**src/rtl/fpga_config_loader.sv**
```systemverilog
// rtl/fpga_config_loader.sv - byte-stream loader for the LUT fabric config registers
// Frame: HEADER, then {truth[7:0], truth[15:8], sel} per LUT, then XOR checksum of the payload.
module fpga_config_loader #(
  parameter int unsigned NUM_LUTS = 15,
  parameter logic [7:0]  HEADER   = 8'hA5,
  parameter int unsigned TIMEOUT  = 1024
) (
  input  logic        clk,
  input  logic        rst_n,
  input  logic        start,
  input  logic        in_valid,
  input  logic [7:0]  in_data,
  output logic        in_ready,
  output logic        cfg_we,
  output logic [3:0]  cfg_addr,
  output logic [15:0] cfg_truth,
  output logic [7:0]  cfg_sel,
  output logic        busy,
  output logic        done,
  output logic        err,
  output logic        fabric_en
);
  localparam int unsigned TW       = $clog2(TIMEOUT + 1);
  localparam logic [3:0]  LAST_LUT = 4'(NUM_LUTS - 1);

  typedef enum logic [2:0] {S_IDLE, S_HDR, S_LOAD, S_CHK, S_DONE, S_ERR} state_t;

  state_t        state_q, state_d;
  logic [1:0]    byte_cnt_q, byte_cnt_d;
  logic [3:0]    lut_idx_q, lut_idx_d;
  logic [7:0]    csum_q, csum_d;
  logic [TW-1:0] tmo_q, tmo_d;
  logic [TW-1:0] tmo_inc;
  logic [15:0]   truth_q, truth_d;
  logic          cfg_we_q, cfg_we_d;
  logic [3:0]    cfg_addr_q, cfg_addr_d;
  logic [15:0]   cfg_truth_q, cfg_truth_d;
  logic [7:0]    cfg_sel_q, cfg_sel_d;
  logic          accept;

  assign busy      = (state_q == S_HDR) || (state_q == S_LOAD) || (state_q == S_CHK);
  assign in_ready  = busy;
  assign accept    = in_valid && busy;
  assign done      = (state_q == S_DONE);
  assign err       = (state_q == S_ERR);
  assign fabric_en = done;
  assign cfg_we    = cfg_we_q;
  assign cfg_addr  = cfg_addr_q;
  assign cfg_truth = cfg_truth_q;
  assign cfg_sel   = cfg_sel_q;

  always_comb begin
    state_d     = state_q;
    byte_cnt_d  = byte_cnt_q;
    lut_idx_d   = lut_idx_q;
    csum_d      = csum_q;
    tmo_d       = tmo_q;
    truth_d     = truth_q;
    cfg_we_d    = 1'b0;
    cfg_addr_d  = cfg_addr_q;
    cfg_truth_d = cfg_truth_q;
    cfg_sel_d   = cfg_sel_q;
    tmo_inc     = tmo_q + TW'(1);
    case (state_q)
      S_IDLE, S_DONE, S_ERR: begin
        if (start) begin
          state_d    = S_HDR;
          byte_cnt_d = '0;
          lut_idx_d  = '0;
          csum_d     = '0;
          tmo_d      = '0;
        end
      end
      S_HDR, S_LOAD, S_CHK: begin
        if (!accept) begin
          tmo_d = tmo_inc;
          if (tmo_inc == TW'(TIMEOUT)) state_d = S_ERR;
        end else begin
          tmo_d = '0;
          if (state_q == S_HDR) begin
            state_d = (in_data == HEADER) ? S_LOAD : S_ERR;
          end else if (state_q == S_CHK) begin
            state_d = (in_data == csum_q) ? S_DONE : S_ERR;
          end else begin
            csum_d = csum_q ^ in_data;
            if (byte_cnt_q == 2'd0) begin
              truth_d[7:0] = in_data;
              byte_cnt_d   = 2'd1;
            end else if (byte_cnt_q == 2'd1) begin
              truth_d[15:8] = in_data;
              byte_cnt_d    = 2'd2;
            end else begin
              // Third byte completes the LUT: the write strobe lands on the next cycle.
              byte_cnt_d  = 2'd0;
              cfg_we_d    = 1'b1;
              cfg_addr_d  = lut_idx_q;
              cfg_truth_d = truth_q;
              cfg_sel_d   = in_data;
              lut_idx_d   = lut_idx_q + 4'd1;
              if (lut_idx_q == LAST_LUT) state_d = S_CHK;
            end
          end
        end
      end
      default: state_d = S_IDLE;
    endcase
  end

  always_ff @(posedge clk or negedge rst_n) begin
    if (!rst_n) begin
      state_q     <= S_IDLE;
      byte_cnt_q  <= '0;
      lut_idx_q   <= '0;
      csum_q      <= '0;
      tmo_q       <= '0;
      truth_q     <= '0;
      cfg_we_q    <= 1'b0;
      cfg_addr_q  <= '0;
      cfg_truth_q <= '0;
      cfg_sel_q   <= '0;
    end else begin
      state_q     <= state_d;
      byte_cnt_q  <= byte_cnt_d;
      lut_idx_q   <= lut_idx_d;
      csum_q      <= csum_d;
      tmo_q       <= tmo_d;
      truth_q     <= truth_d;
      cfg_we_q    <= cfg_we_d;
      cfg_addr_q  <= cfg_addr_d;
      cfg_truth_q <= cfg_truth_d;
      cfg_sel_q   <= cfg_sel_d;
    end
  end

endmodule

```
**config.mk**
```make
export PLATFORM = sky130hd
export DESIGN_NAME = fpga_config_loader
export DESIGN_NICKNAME = d
export VERILOG_FILES = /design/src/rtl/fpga_config_loader.sv
export SDC_FILE = /design/constraint.sdc
export NUM_CORES = 1
export LEC_CHECK = 0
export ABC_AREA = 1
export BUFFER_PORTS_ARGS = -buffer_cell sky130_fd_sc_hd__buf_2
export CORE_MARGIN = 1
export CORE_UTILIZATION = 40
export CTS_CLUSTER_DIAMETER = 120
export DETAILED_ROUTE_END_ITERATION = 12
export GPL_ROUTABILITY_DRIVEN = 1
export PLACE_DENSITY = 0.62
export SLEW_MARGIN = 20
export SYNTH_ARGS = -nofsm -noshare
export SYNTH_HDL_FRONTEND = slang
export SYNTH_SLANG_ARGS = --single-unit
```
**constraint.sdc**
```tcl
create_clock -name clk -period 4.7 [get_ports clk]
set_clock_uncertainty 0.15 [all_clocks]
set_input_delay 0.47 -clock clk [delete_from_list [all_inputs] [get_ports clk]]
set_output_delay 0.47 -clock clk [all_outputs]
set_load 0.02 [all_outputs]
```
=== Word-level counts from Yosys, hierarchy flattened ===
Index checks and enable logic that the tools add are counted.

* Add/subtract/negate cells: 2
* Equal/unequal tests: 20
* Muxes and demuxes: 39
* Bitwise operators: 5
* Reductions and logical operators: 15

{| class="wikitable"
|+ Operator list
! operator !! number
|-
| 8-bit 2-to-1 mux || 4
|-
| 3-bit 2-to-1 mux || 9
|-
| 4-bit 2-to-1 mux || 6
|-
| 11-bit 2-to-1 mux || 2
|-
| 11-bit one-hot mux with 2 select lines || 1
|-
| 8-bit one-hot mux with 2 select lines || 1
|-
| 5-bit != test (second input constant) || 3
|-
| 5-bit AND reduction || 3
|-
| 2-bit 2-to-1 mux || 6
|-
| 2-bit != test (second input constant) || 6
|-
| 6-bit AND reduction || 2
|-
| 11-bit by 1-bit adder with 11-bit output (second input constant) || 1
|-
| 11-bit == test (second input constant) || 1
|-
| 8-bit == test || 1
|-
| 8-bit == test (second input constant) || 1
|-
| 4-bit one-hot mux with 2 select lines || 1
|-
| 8-bit XOR || 1
|-
| 1-bit 2-to-1 mux || 7
|-
| 7-bit AND reduction || 1
|-
| 3-bit by 2-bit == test with 1-bit output (second input constant) || 2
|-
| 3-bit == test (second input constant) || 2
|-
| 3-bit one-hot mux with 2 select lines || 1
|-
| 3-bit OR reduction || 2
|-
| 4-bit by 1-bit adder with 4-bit output (second input constant) || 1
|-
| other kinds (12) || 16
|}

* Register bits: 73
* Bits of input ports: 12
* Word-level logic and storage cells: 92

=== Logic depth before layout (Yosys ltp) ===
Gate-level depths: netlist of run 1.

* Depth in word-level cells: 8
* Depth in mapped cells: 12
* Depth with buffers taken out: 12

=== Worst setup path before layout of run 1 ===
Ideal clock, no wire load.

* Path type: reg2out
* Start point: register state_q[2]
* End point: output port fabric_en
* Arrival time: 1.373 ns
* Slack: 2.707 ns
* Cell stages (with the launch flop): 4
* Path buffers: 1
* Cells stage by stage: dfrtp_1 > inv_1 > nor3_1 > buf_4

* Word-level cells in the longest chain between the ends: 1

{| class="wikitable"
|+ Ends and longest elaborated chain
! item !! line !! RTL
|-
| start, declared || 28 || <nowiki>state_t state_q, state_d;</nowiki>
|-
| start signal, assigned || 122 || <nowiki>state_q <= state_d;</nowiki>
|-
| 3-bit == test || 44 || <nowiki>assign done = (state_q == S_DONE);</nowiki>
|-
| end, declared || 21 || <nowiki>output logic fabric_en</nowiki>
|}

Every way passes these cells.

=== Worst setup path in the final report of run 1 ===
* Start point: register state_q[1]
* End point: register cfg_addr_q[0] (netlist: cfg_addr[0])

* Word-level cells in the longest chain between the ends: 5
* Elaborated cells on any way between the ends: 10
* Classes of those cells: eq/ne (3); bitwise (2); reduce/logical (5)

{| class="wikitable"
|+ Ends and longest elaborated chain
! item !! line !! RTL
|-
| 3-bit by 1-bit == test with 1-bit output / 3-bit by 2-bit == test with 1-bit output (equally long branches) || 41, 64, 80 ||
|-
| 1-bit logical OR (2 in a row) || 41 || <nowiki>assign busy = (state_q == S_HDR) || (state_q == S_LOAD) || (state_q == S_CHK);</nowiki>
|-
| 1-bit logical AND || 43 || <nowiki>assign accept = in_valid && busy;</nowiki>
|-
| 6-bit AND reduction (no source line) * || n/a ||
|-
| end signal, assigned || 129 || <nowiki>cfg_addr_q <= cfg_addr_d;</nowiki>
|-
| end, declared || 36 || <nowiki>logic [3:0] cfg_addr_q, cfg_addr_d;</nowiki>
|}

Every way passes the cells marked *; elsewhere a longest branch is shown, timed or not.
A chain may end at the register's enable or synchronous reset.

==> results.toml, run 1 <==
[outcome]
outcome = "finished clean"

[timing]
fmax_mhz = 384.8
slew_headroom_pct = 40.47
finalHoldViolations = 0
setup_viol = 0
slew_viol_final = 0
tns_ps = 0
tightest_slew_ps = 892.9
post-route-min-period_ps = 2599
rsz0062_at_grt = "no"
period_share_pct = 55.29
hold_ws_ps = 74.24

[routing]
drc = 0
dr_wl_met2_um = 3227
firstDrtPassIters = 5
routed.top_layer = "met4"
drt-initial-drc-count = 102
m1WireLength_um = 3625
wire_per_inst_um = 12.70
vias = 2728
wirelength_um = 7201
viasPerCell = 4.811
ant_nets = 0
wl_met3_um = 296

[power]
pwr_density_cell_nw_per_um2 = 607.8
vdd_drop_max_mv = 0.2905
power_mw = 2.432
leakagePower_nw = 2.065

[cts]
clkSlewWorstSetupHoldPaths_ps = 80
cts_root_buffer = "clkbuf_8"
post_cts_buffers = 0
cts_buffers = 9
cts_hold_buf = 0
cts_tree = "done"
h-tree-depth = 3
cts_sinks = 73
clock_latency_ps = 340
clk_path_buf_depth = 2
post_cts_resized = 0

[finish]
area_delta_synth_final_pct = 14.13
fill_cells = 851
antennaDiodeCount = 0
fin_nets = 472
finish.utilization_pct = 47.97
drive_gt1_share_pct = 18.61
fin_area_um2 = 4001

[logic_synthesis]
avgSynthCellArea_um2 = 8.509
synth_nets = 427
synth-edff-count = 0
yosys.area.top_type = "dfrtp_1"
ys_ff_latch = 73
ys.flop_type = "dfrtp_1"
synth_top_family_by_area = "simple AND/OR/NAND/NOR gates"
syn_area_um2 = 3506
yosysMostFrequentCell = "nand2_1"
ys_types = 39
synth-compound-area-share_pct = 10.89
synthMuxAreaShare_pct = 0
synthArstFlopShare_pct = 100.0
synthCells = 412
synth-simple-area-share_pct = 26.34
yosysTopAreaCellShare_pct = 52.11
yosys_warnings = 0
ys_seq_area_share_pct = 52.11
synthTopCellsByArea = "dfrtp_1 52%, nand2_1 15%, inv_1 5.0%"
synth-adder-area-share_pct = 1.071
synthXorXnorAreaFrac_pct = 1.249
ys_top_cells_by_count = "143 x nand2_1, 73 x dfrtp_1, 47 x inv_1"

[critical_path]
critPathMaxFanout = 49
required_ps = 4780
start_kind = "register"
crit_type = "reg -> reg"
end_kind = "register"
cp.arrival_ps = 2670

[die]
die_h_um = 95.62
start_util_pct = 42.03
core-area_um2 = 8341
ios = 46
dieWidth_um = 95.62
num_rows = 33
dieArea_um2 = 9143

[run]
cap_violations = 0

[global_route]
grtUsageTotal_pct = 17.33
overflow = 0
grt_pass1_wl_um = 11940
grt_pass1_vias = 2540
grt_max_degree = 50
antenna_found_initial = 0

[placement]
place_congestion = 0.8398
place_area_um2 = 3782
io_buffer_count = 45
hpwl_um = 5065

[hold_path]
hold_path_class = "in -> async"
worst paths after layout:
check                      startpoint  slack [ps]  depth (start not counted)       endpoint
setup / recovery           state_q[1]        2100                          8    cfg_addr[0]
hold / removal                  rst_n          70                          1  cfg_truth[14]
setup reg to reg           state_q[1]        2100                          8    cfg_addr[0]
hold reg to reg            truth_q[3]         320                          2   cfg_truth[3]
max in group asynchronous       rst_n        3320                          2     state_q[0]
min in group clk           in_data[0]         270                          3     truth_q[8]
flip-flops by register name, indices dropped and copies added, names as in the netlist:
register,cells
cfg_truth,16
truth_q,16
tmo_q,11
cfg_sel,8
csum_q,8
cfg_addr,4
lut_idx_q,4
state_q,3
byte_cnt_q,2
cfg_we,1
power breakdown:
| group | internal [mW] | switching (mW) |
|---|---|---|
| logic | 0.297 | 0.605 |
| registers | 0.845 | 0.138 |
| clock network | 0.301 | 0.245 |
critical path: stages, from the launching register on:
cell and delay (ps):
dfrtp_1 490, nor2_4 180, nor2_8 80, nand2_4 80, clkinv_2 100, nand3_2 620
clkinv_1 530, nor2_1 200, nor2_1 60
cell type report:
type                            count  area (um2)  area share, %
Sequential cell                    73        1827          45.65
Tap cell                          105       131.4          3.283
Clock buffer                       10       127.6          3.189
Timing Repair Buffer               46       232.7          5.816
Multi-Input combinational cell    274        1386          34.65
Inverter                           53       205.2          5.128
Clock inverter                      6       91.34          2.283
kinds of logic after synthesis:
group	after synthesis
compound gates	66
xor+xnor	5
fa+ha+maj	3
buf+inv	65
flops	73
simple gates	200
layer usage:
layer	up-vias	GRT usage (%)
met2	51	27.62
met3	4	4.944
met5	-	0
met1	1271	22.68
li1	1402	-
met4	0	5.597
cells in the final DEF (no fill, tap or decap), types with 2 or more instances in the layout:
cell type	count
o31ai_1	6
o21ai_1	12
dfrtp_1	73
inv_2	2
nor2_4	2
nand4_1	2
bufinv_16	2
nor2_8	2
clkbuf_8	9
xor2_1	5
o21ai_0	35
a21oi_1	4
nand2_4	2
inv_4	2
nor3_1	3
ha_1	3
clkinvlp_4	3
buf_2	45
o22ai_1	4
nand2_1	143
inv_1	47
nand3_1	16
nor2_1	20
nand2_2	2
through the flow:
step | worst slack [ps] | std cells
after global placement | 2085 | 551
final | 2101 | 567
after floorplan | 2707 | 412
after global routing | 1899 | 567
after CTS | 2003 | 567
after detailed placement | 2016 | 551
(Power assumes the default switching activity.)
==> run 2: changes to the inputs <==
--- a/config.mk
+++ b/config.mk
@@ -12,7 +12,7 @@
 export CTS_CLUSTER_DIAMETER = 120
 export DETAILED_ROUTE_END_ITERATION = 12
 export GPL_ROUTABILITY_DRIVEN = 1
-export PLACE_DENSITY = 0.62
+export PLACE_DENSITY = 0.64
 export SLEW_MARGIN = 20
 export SYNTH_ARGS = -nofsm -noshare
 export SYNTH_HDL_FRONTEND = slang
==> constraint.sdc (replaced) <==
create_clock -name clk -period 2.2 [get_ports clk]
set_clock_uncertainty 0.15 [all_clocks]
set_input_delay 0.22 -clock clk [delete_from_list [all_inputs] [get_ports clk]]
set_output_delay 0.22 -clock clk [all_outputs]
set_load 0.02 [all_outputs]
==> run 2 against run 1 <==
Critical path depth unchanged. Setup slack got worse by 2000 ps. Register-to-register slack worse by 2000 ps. Non-clock buffer count up 11. Wire length increased by 2.7%. Flip-flop and latch count unchanged. Total power up 120%. Sequential power rose by 110%. Core utilization increased by 1.6 points. Largest cell class unchanged.
==> results.toml, run 2 (synthesis results as in run 1) <==
[cts]
cts_root_buffer = "clkbuf_8"
clock_latency_ps = 360
cts_sinks = 73
h-tree-depth = 3
cts_buffers = 9
clkSlewWorstSetupHoldPaths_ps = 80
cts_tree = "done"
post_cts_buffers = 0
clk_path_buf_depth = 2

[placement]
hpwl_um = 5293
place_congestion = 0.8817
io_buffer_count = 45
place_area_um2 = 3832

[routing]
drc = 0
wirelength_um = 7396
vias = 2744
drt-initial-drc-count = 98
wire_per_inst_um = 12.80
ant_nets = 0
viasPerCell = 4.747
firstDrtPassIters = 4

[timing]
fmax_mhz = 485.0
tightest_slew_ps = 585.4
period_share_pct = 93.71
rsz0062_at_grt = "no"
setup_viol = 0
tns_ps = 0
slew_headroom_pct = 60.97
post-route-min-period_ps = 2062
finalHoldViolations = 0
slew_viol_final = 0

[die]
core-area_um2 = 8341
ios = 46
dieWidth_um = 95.62
die_h_um = 95.62
start_util_pct = 42.03
dieArea_um2 = 9143
num_rows = 33

[global_route]
grtUsageTotal_pct = 18.29
antenna_found_initial = 0
grt_pass1_wl_um = 12420
grt_pass1_vias = 2672
grt_max_degree = 37
gr-usage-met2_pct = 30.18
busiest_layer = "met2"
gr-usage-met1_pct = 22.45
grt.met3_usage_pct = 4.147
overflow = 0

[critical_path]
required_ps = 2330
end_kind = "register"
cp.arrival_ps = 2190
start_kind = "register"
critPathMaxFanout = 18
crit_type = "reg -> reg"

[run]
cap_violations = 0

[finish]
fin_area_um2 = 4135
seq_area_um2 = 1827
fin_nets = 483
fill_cells = 809
area_delta_synth_final_pct = 17.95
multi_input_area_um2 = 1386
antennaDiodeCount = 0
drive_gt1_share_pct = 19.24
layout_commonest_cell = "nand2_1"
most-common-layout-cells = "143 x nand2_1, 73 x dfrtp_1, 47 x inv_1, 45 x buf_2, 35 x o21ai_0"

[power]
leakagePower_nw = 2.136
power_mw = 5.338
vdd_drop_max_mv = 0.4431
pwr_density_cell_nw_per_um2 = 1291

[hold_path]
hold_path_class = "in -> reg"

[outcome]
outcome = "finished clean"
run 2: final cells by class:
type | instances | area share [%]
clock buffer | 10 | 3.086
clock inverter | 6 | 2.784
inverter | 53 | 4.962
multi-input combinational | 274 | 33.52
sequential | 73 | 44.18
tap | 105 | 3.177
timing repair buffer | 57 | 8.290
run 2: per-stage QoR:
| stage | instances | hold WS, ps | util, % | setup slack [ps] |
|---|---|---|---|---|
| global route | 578 | 7.845 | 49.58 | 5.607 |
| CTS | 578 | 6.497 | 49.58 | 126.2 |
| global placement | 556 | 100.6 | 45.95 | 221.3 |
| finish | 578 | 20.23 | 49.58 | 138.3 |
| detailed placement | 556 | 105.7 | 45.95 | 167.6 |
| floorplan | 412 | -225.6 | - | 456.6 |
run 2: critical path, stage by stage (launching register included):
cell and delay [ps]:
dfrtp_1 480, inv_2 90, nor2_2 150, nor3_2 100
nor2_4 290, nand3_4 260, a21oi_4 260, nand3_1 100
o21ai_1 80
run 2: what timing repair did:
action | 4_1_cts | 5_1_grt
endpoints found under the hold margin | 29 | 0
gates resized for setup | 0 | 0
hold buffers | 6 | 0
setup endpoints to repair | 0 | 0
run 2: per-layer routing:
metal,up-vias,share of wire (%)
li1,1412,-
met1,1267,47
met2,51,47
met3,14,3.4
met4,0,2.4
met5,-,0
run 2: path summary, 6_finish.rpt:
check / start / cells past startpoint / slack, ps / end
worst min register to register: truth_q[0] / 2 / 320 / cfg_truth[0]
min in group asynchronous: rst_n / 2 / 240 / cfg_truth[13]
worst min-delay path: in_data[6] / 3 / 20 / truth_q[14]
worst max-delay path: state_q[0] / 8 / 140 / lut_idx_q[2]
max in group asynchronous: rst_n / 3 / 1030 / csum_q[3]
worst max register to register: state_q[0] / 8 / 140 / lut_idx_q[2]
run 2: power breakdown:
part           leakage (nW)  switching [mW]  internal (mW)  total, mW
combinational          1.07            1.29          0.659       1.95
sequential            0.949           0.294           1.81       2.10
clock                 0.117           0.531          0.760       1.29
==> run 3: changes to the inputs <==
--- a/config.mk
+++ b/config.mk
@@ -7,7 +7,7 @@
 export LEC_CHECK = 0
 export ABC_AREA = 1
 export BUFFER_PORTS_ARGS = -buffer_cell sky130_fd_sc_hd__buf_2
-export CORE_MARGIN = 1
+export CORE_MARGIN = 4
 export CORE_UTILIZATION = 40
 export CTS_CLUSTER_DIAMETER = 120
 export DETAILED_ROUTE_END_ITERATION = 12
==> run 3 against run 2 <==
Count of clock-buffer cells in the layout shrank 1. Total power shrank 6.0%. Sequential power is essentially flat. Flip-flop and latch count is the same. Register-to-register slack gained 80 ps.
==> results.toml, run 3 (synthesis results as in run 1) <==
[outcome]
outcome = "finished clean"

[routing]
ant_nets = 0
vias = 2762
drc = 0
viasPerCell = 4.787
wirelength_um = 7109
firstDrtPassIters = 4
drt-initial-drc-count = 104
wire_per_inst_um = 12.32

[critical_path]
cp.arrival_ps = 2110
end_kind = "register"
critPathMaxFanout = 18
crit_chain = "inv_2, nor2_2, nor3_2, nor2_4, nand3_4, a21oi_4, nand3_1, o21ai_1"
start_kind = "register"
slowest_delay_ps = 480
required_ps = 2320
crit_buf_inv = 1
crit_type = "reg -> reg"
cpMaxStageDelayCell = "dfrtp_1"
critPathTopFamily = "simple AND/OR/NAND/NOR gates"

[cts]
post_cts_buffers = 0
cts_buffers = 9
cts_sinks = 73
h-tree-depth = 3
clkSlewWorstSetupHoldPaths_ps = 80
cts_root_buffer = "clkbuf_8"
clock_latency_ps = 350
cts_tree = "done"
post_cts_resized = 0
clk_path_buf_depth = 2

[global_route]
grtUsageTotal_pct = 15.28
gr-usage-met2_pct = 24.85
overflow = 0
antenna_found_initial = 0
busiest_layer = "met2"
grt_pass1_wl_um = 12560
grt_max_degree = 74
grt_pass1_vias = 2699
gr-usage-met1_pct = 20.20
grt.met3_usage_pct = 4.270

[finish]
layout_commonest_cell = "nand2_1"
most-common-layout-cells = "143 x nand2_1, 73 x dfrtp_1, 47 x inv_1, 45 x buf_2, 35 x o21ai_0"
drive_gt1_share_pct = 19.07
area_delta_synth_final_pct = 16.17
fin_nets = 482
antennaDiodeCount = 0

[die]
dieArea_um2 = 10330
start_util_pct = 41.83
ios = 46
die_h_um = 101.6
num_rows = 33
core-area_um2 = 8382
dieWidth_um = 101.6

[timing]
fmax_mhz = 503.4
slew_viol_final = 0
slew_headroom_pct = 72.02
tightest_slew_ps = 417.5
post-route-min-period_ps = 1987
setup_ws_ps = 213.3
finalHoldViolations = 0
tns_ps = 0
setup_viol = 0
period_share_pct = 90.30
rsz0062_at_grt = "no"

[power]
pwr_density_cell_nw_per_um2 = 1232
power_mw = 5.019
leakagePower_nw = 2.103
vdd_drop_max_mv = 0.7519

[hold_path]
hold_path_class = "in -> reg"

[placement]
place_congestion = 0.8445
hpwl_um = 5005
place_ws_ps = 215.2
io_buffer_count = 45

[run]
cap_violations = 0
-- run 3: worst min-delay path, delay by kind of cell --
family | cells | cell delay (ps)
simple gates | 1 | 60
compound gates | 1 | 70
buf+inv | 1 | 130
-- run 3: final cells by class --
type	count	area [um2]
well taps	105	131.4
clock buffers	9	123.9
clock inverters	7	61.31
fillers	803	4309
inverters	53	205.2
multi-input cells	274	1386
flip-flops and latches	73	1827
repair buffers	56	337.8
-- run 3: final timing paths --
kind | startpoint | to | slack (ps) | cells after the start
worst max register to register | state_q[0] | lut_idx_q[2] | 210 | 8
worst min-delay path | in_data[5] | truth_q[13] | 20 | 3
min in group asynchronous | rst_n | cfg_truth[15] | 270 | 3
max in group asynchronous | rst_n | state_q[0] | 1320 | 3
worst max-delay path | state_q[0] | lut_idx_q[2] | 210 | 8
worst min register to register | cfg_truth[1] | cfg_truth[1] | 330 | 2
-- run 3: timing repair --
item | 4_1_cts | 5_1_grt
hold endpoints to repair | 79 | 0
hold buffers | 7 | 0
setup endpoints to repair | 0 | 1
-- run 3: power by group --
part	internal (mW)	total, mW	switching, mW
registers	1.80	2.09	0.288
clock network	0.430	0.984	0.554
logic	0.652	1.94	1.29
-- run 3: per-layer routing --
| layer | part of all wire (%) | up-vias |
|---|---|---|
| met2 | 45 | 59 |
| met5 | 0 | - |
| met4 | 0.93 | 0 |
| li1 | - | 1422 |
| met1 | 48 | 1274 |
| met3 | 5.6 | 7 |
-- run 3: stage by stage --
stage          cell area [um2]  hold WS (ps)  cells  util (%)
4_1_cts                   4073         1.664    577     48.59
5_1_grt                   4073         15.67    577     48.59
6_report                  4073         20.53    577     48.59
3_5_place_dp              3817         134.6    554     45.54
3_3_place_gp              3817         133.4    554     45.54
2_1_floorplan             3506        -225.6    412         -
